`src/rtl/ab_sequence_driver.sv`:
```
// rtl/ab_sequence_driver.sv - command-driven a/b stimulus sequencer with y0/y1 capture
//
// Accepts a command (op, len) over a valid/ready handshake, drives the a/b
// pattern for len cycles, inserts GAP_CYCLES idle cycles, then pulses done.
// While driving, y0/y1 from the target FSM are sampled every cycle.
//
// Ports:
//   clk, reset          clock (rising edge), asynchronous active-high reset
//   cmd_valid/cmd_ready command handshake; ready is high only in IDLE
//   cmd_op[1:0]         00 HOLD, 01 A_ONLY, 10 A_AND_B, 11 TOGGLE_A
//   cmd_len[LEN_W-1:0]  pattern length in cycles (0 behaves as 1)
//   a, b                registered stimulus to the target FSM
//   y0, y1              target FSM response
//   busy                high while driving or in the gap
//   done                one-cycle completion pulse
//   y0_count            saturating count of y0=1 cycles seen while driving
//   y1_seen             sticky flag, y1=1 seen while driving
module ab_sequence_driver #(
   parameter int LEN_W      = 4,
   parameter int CNT_W      = 8,
   parameter int GAP_CYCLES = 2
) (
   input  logic             clk,
   input  logic             reset,
   input  logic             cmd_valid,
   output logic             cmd_ready,
   input  logic [1:0]       cmd_op,
   input  logic [LEN_W-1:0] cmd_len,
   output logic             a,
   output logic             b,
   input  logic             y0,
   input  logic             y1,
   output logic             busy,
   output logic             done,
   output logic [CNT_W-1:0] y0_count,
   output logic             y1_seen
);

   localparam int GAP_W = (GAP_CYCLES > 1) ? $clog2(GAP_CYCLES) : 1;
   localparam logic [GAP_W-1:0] GAP_LAST = GAP_W'((GAP_CYCLES > 0) ? GAP_CYCLES - 1 : 0);

   typedef enum logic [1:0] {IDLE, DRIVE, GAP, DONE} state_t;

   state_t            state, state_n;
   logic [1:0]        op_q, op_n;
   logic [LEN_W-1:0]  last_q, last_n;   // index of the final drive cycle (N-1)
   logic [LEN_W-1:0]  cnt_q, cnt_n;
   logic [GAP_W-1:0]  gap_q, gap_n;
   logic              a_n, b_n, busy_n, done_n, y1_seen_n;
   logic [CNT_W-1:0]  y0_count_n;

   // a/b for drive cycle k; only the parity of k matters (TOGGLE_A starts at 1)
   function automatic logic [1:0] pattern(input logic [1:0] op, input logic k0);
      case (op)
         2'b01:   pattern = 2'b10;
         2'b10:   pattern = 2'b11;
         2'b11:   pattern = {~k0, 1'b0};
         default: pattern = 2'b00;
      endcase
   endfunction

   assign cmd_ready = (state == IDLE);

   always_comb begin
      state_n    = state;
      op_n       = op_q;
      last_n     = last_q;
      cnt_n      = cnt_q;
      gap_n      = gap_q;
      a_n        = 1'b0;
      b_n        = 1'b0;
      busy_n     = 1'b0;
      done_n     = 1'b0;
      y0_count_n = y0_count;
      y1_seen_n  = y1_seen;
      case (state)
         IDLE: begin
            if (cmd_valid) begin
               state_n    = DRIVE;
               op_n       = cmd_op;
               last_n     = (cmd_len == '0) ? '0 : cmd_len - LEN_W'(1);
               cnt_n      = '0;
               {a_n, b_n} = pattern(cmd_op, 1'b0);
               busy_n     = 1'b1;
               y0_count_n = '0;
               y1_seen_n  = 1'b0;
            end
         end
         DRIVE: begin
            // Capture the response to the pattern cycle currently on a/b
            if (y0 && (y0_count != {CNT_W{1'b1}}))
               y0_count_n = y0_count + CNT_W'(1);
            if (y1)
               y1_seen_n = 1'b1;
            if (cnt_q == last_q) begin
               cnt_n = '0;
               gap_n = '0;
               if (GAP_CYCLES == 0) begin
                  state_n = DONE;
                  done_n  = 1'b1;
               end else begin
                  state_n = GAP;
                  busy_n  = 1'b1;
               end
            end else begin
               cnt_n      = cnt_q + LEN_W'(1);
               {a_n, b_n} = pattern(op_q, ~cnt_q[0]);
               busy_n     = 1'b1;
            end
         end
         GAP: begin
            if (gap_q == GAP_LAST) begin
               state_n = DONE;
               done_n  = 1'b1;
            end else begin
               gap_n  = gap_q + GAP_W'(1);
               busy_n = 1'b1;
            end
         end
         DONE: begin
            state_n = IDLE;
         end
         default: begin
            state_n = IDLE;
         end
      endcase
   end

   always_ff @(posedge clk or posedge reset) begin
      if (reset) begin
         state    <= IDLE;
         op_q     <= 2'b00;
         last_q   <= '0;
         cnt_q    <= '0;
         gap_q    <= '0;
         a        <= 1'b0;
         b        <= 1'b0;
         busy     <= 1'b0;
         done     <= 1'b0;
         y0_count <= '0;
         y1_seen  <= 1'b0;
      end else begin
         state    <= state_n;
         op_q     <= op_n;
         last_q   <= last_n;
         cnt_q    <= cnt_n;
         gap_q    <= gap_n;
         a        <= a_n;
         b        <= b_n;
         busy     <= busy_n;
         done     <= done_n;
         y0_count <= y0_count_n;
         y1_seen  <= y1_seen_n;
      end
   end

endmodule

```
`config.mk`:
```
export PLATFORM = sky130hd
export DESIGN_NAME = ab_sequence_driver
export DESIGN_NICKNAME = d
export VERILOG_FILES = /design/src/rtl/ab_sequence_driver.sv
export SDC_FILE = /design/constraint.sdc
export NUM_CORES = 1
export LEC_CHECK = 0
export CORE_MARGIN = 3
export CORE_UTILIZATION = 25
export CTS_CLUSTER_DIAMETER = 120
export DETAILED_ROUTE_END_ITERATION = 7
export GPL_ROUTABILITY_DRIVEN = 0
export PLACE_DENSITY = 0.51
export SKIP_CTS_REPAIR_TIMING = 1
export SLEW_MARGIN = 10
export SYNTH_ARGS = -nofsm -noshare
export SYNTH_HDL_FRONTEND = slang
export SYNTH_SLANG_ARGS = --single-unit
```
`constraint.sdc`:
```
create_clock -name clk -period 3.1 [get_ports clk]
set_input_delay 0.93 -clock clk [delete_from_list [all_inputs] [get_ports clk]]
set_output_delay 0.93 -clock clk [all_outputs]
set_load 0.02 [all_outputs]
```
==> run_results.csv <==
group,metric,value,unit
critical_path,arrival,1.76,ns
logic_synthesis,synth_edf_count,0,
sta,fin_ws,0.408,ns
sta,setup_tns,0,ns
routing,first_iter_violations,61,
logic_synthesis,syn_nets,165,
clock_tree,cts_tree,"built",
power_and_ir_drop,p_leak,0.768,nW
sta,finalCriticalPeriod,2.69,ns
logic_synthesis,async_flop_share,100,%
clock_tree,cts_buffer_depth,2,
power_and_ir_drop,peakVddDrop,0.000488,V
sta,relSlewSlack,57.7,%
critical_path,worstSetupEndpointType,"primary output",
floorplanning,dieArea,6600,µm²
min_path,hp-class,"flip-flop to flip-flop",
clock_tree,cts-root-buf,"clkbuf_8",
global_routing,grt_pass1_wl,5.48,mm
place,place_hpwl,2.31,mm
power_and_ir_drop,p_sw,0.646,mW
sta,fin_skew,0.00498,ns
sta,drv_slew,0,
power_and_ir_drop,swShare,41.7,%
cells_and_area,num_antenna_cells,0,
cells_and_area,fill_cells,554,
global_routing,antenna_found_initial,0,
place,place_ws,0.507,ns
cells_and_area,layout_common_cells,"26 x dfrtp_1, 24 x clkdlybuf4s50_1, 19 x nand2_1",
logic_synthesis,ys.flop_type,"dfrtp_1",
global_routing,grt_util_met2,17.1,%
critical_path,r2r_end,"y0_count[2]",
critical_path,required,2.17,ns
cells_and_area,finalNetCount,195,
clock_tree,clkLatencyLatePin,0.27,ns
logic_synthesis,ys.warnings.count,0,
routing,drt-total-wl,3.06,mm
global_routing,gr-usage-met3,2.77,%
cells_and_area,drive_gt1_share,8.52,%
sta,rsz0062_at_grt,"false",
clock_tree,htree_levels,1,
critical_path,endpoint,"cmd_ready",
floorplanning,start_util,26.7,%
critical_path,critical_path_class,"flip-flop to primary output",
clock_tree,clock_sinks,26,
critical_path,critPathLaunch,"state[0]",
global_routing,top_usage_layer,"met2",
sta,setup_viol,0,
critical_path,worst-r2r-setup-slack,1.07,ns
logic_synthesis,synth_area,1420,µm²
cells_and_area,fin_util,34.3,%
routing,vias,1183,
cells_and_area,syn2layout_area_growth,28.4,%
place,port_buffers,24,
global_routing,grt_max_degree,27,
routing,dr.pass1.iters,4,
logic_synthesis,yosysSeqAreaShare,46.0,%
routing,vias_per_cell,4.81,
critical_path,r2r_cells,7,
clock_tree,cts.clk_slew.worst_paths,0.09,ns
global_routing,first_global_vias,1178,
power_and_ir_drop,seqPwrFrac,36.2,%
logic_synthesis,synthCells,147,
logic_synthesis,synth_area_leaders,"dfrtp_1 46%, ha_1 6.2%, nand2_1 5.0%, o21ai_0 3.9%, nand3_1 3.2%",
floorplanning,rows,26,
floorplanning,die_width,81.2,µm
logic_synthesis,synth-seq-cells,26,
sta,worstMarginPinSlew,0.616,ns
routing,wl_per_cell,12.4,µm
global_routing,use_met1,14.0,%
routing,postRouteAntennaNets,0,
logic_synthesis,yosys.area.top_type,"dfrtp_1",
sta,hold_violations,0,
logic_synthesis,syn_avg_cell_area,9.63,µm²
critical_path,worst-path-max-fanout,5,
power_and_ir_drop,pwr_density_cell,852,nW/µm²
status,status,"complete, no violations",
floorplanning,die_y,81.2,µm
critical_path,critPathLaunchType,"flip-flop",
floorplanning,core,5300,µm²
routing,drcViolationCount,0,
flow_run,drv_cap,0,
global_routing,grt_util_all_layers,10.5,%
sta,fmax,371,MHz
power_and_ir_drop,p_int,0.903,mW
logic_synthesis,ys_types,37,
power_and_ir_drop,combinationalPowerShare,49.4,%
power_and_ir_drop,power_frac_clock,14.3,%
cells_and_area,layout_commonest_cell,"dfrtp_1",
sta,finalCritPeriodShare,86.9,%
critical_path,r2r-start,"state[1]",
clock_tree,numCtsBuffers,3,
global_routing,gr-total-overflow,0,
logic_synthesis,synth_top_area_share,46.0,%
floorplanning,io_pins,25,
power groups by stage:
stage	sequential [mW]	clock, mW	combinational (mW)
after global placement	0.564	0	0.759
after CTS	0.563	0.235	0.777
final	0.561	0.222	0.766
after floorplan	0.603	0	0.463
after global routing	0.583	0.245	0.861
after detailed placement	0.569	0	0.776
cells by family (layout without fill, tap and decap cells):
logic type / Yosys count / in the layout / share of synthesized area (%)
xor+xnor: 4 / 4 / 2.48
compound gates: 39 / 39 / 19.1
buf+inv: 10 / 39 / 2.65
flops: 26 / 26 / 46.0
fa+ha+maj: 7 / 7 / 6.19
mux: 3 / 3 / 2.56
simple gates: 58 / 58 / 21.0
worst min-delay path by stage:
| stage | start | to | slack (ns) | cells past startpoint |
|---|---|---|---|---|
| 2_1_floorplan | last_q[0] | last_q[0] | 0.47 | 2 |
| 3_3_place_gp | last_q[2] | last_q[2] | 0.50 | 1 |
| 3_5_place_dp | last_q[2] | last_q[2] | 0.50 | 1 |
| 4_1_cts | last_q[2] | last_q[2] | 0.52 | 1 |
| 5_1_grt | last_q[3] | last_q[3] | 0.55 | 2 |
| 6_report | last_q[2] | last_q[2] | 0.52 | 1 |
metal layers:
| layer | wire [µm] | up-vias |
|---|---|---|
| li1 | - | 598 |
| met1 | 1470 | 562 |
| met2 | 1450 | 21 |
| met3 | 124 | 2 |
| met4 | 19 | 0 |
| met5 | 0 | - |
state kept, by name (all words and copies together) (netlist names):
name	cells
a	1
b	1
busy	1
cnt_q	4
done	1
gap_q	1
last_q	4
op_q	2
state	2
y0_count	8
y1_seen	1
stage by stage:
stage               hold WS [ns]  std cells  total power, mW  area (µm²)
finish                     0.515        246             1.55        1820
floorplan                  0.468        147             1.07        1420
global placement           0.498        242             1.32        1760
CTS                        0.523        246             1.58        1820
detailed placement         0.500        242             1.35        1760
global route               0.551        246             1.69        1820
layout make-up:
type | instances | area (µm²) | area share [%]
multi-input cells | 111 | 727 | 40.0
flip-flops and latches | 26 | 651 | 35.8
inverters | 7 | 26.3 | 1.45
clock buffers | 4 | 55.1 | 3.03
well taps | 70 | 87.6 | 4.82
repair buffers | 28 | 270 | 14.9
critical path, cell delays in order, from the launching register on:
cell             delay (ns)
dfrtp_1                0.42
inv_1                  0.14
ha_1                   0.30
clkdlybuf4s50_1        0.65
synth_stat cells, types with 2 or more instances:
cell,n
dfrtp_1,26
nand2_1,19
o21ai_0,11
nand3_1,9
nor2_1,8
a21oi_1,7
ha_1,7
inv_1,7
nand2b_1,5
a31oi_1,4
nor3_1,4
o211ai_1,4
xor2_1,4
clkbuf_1,3
nand4_1,3
a21o_1,2
o311ai_0,2
o31ai_1,2
or4_1,2
Note: power is estimated with default switching activity, not from simulation.
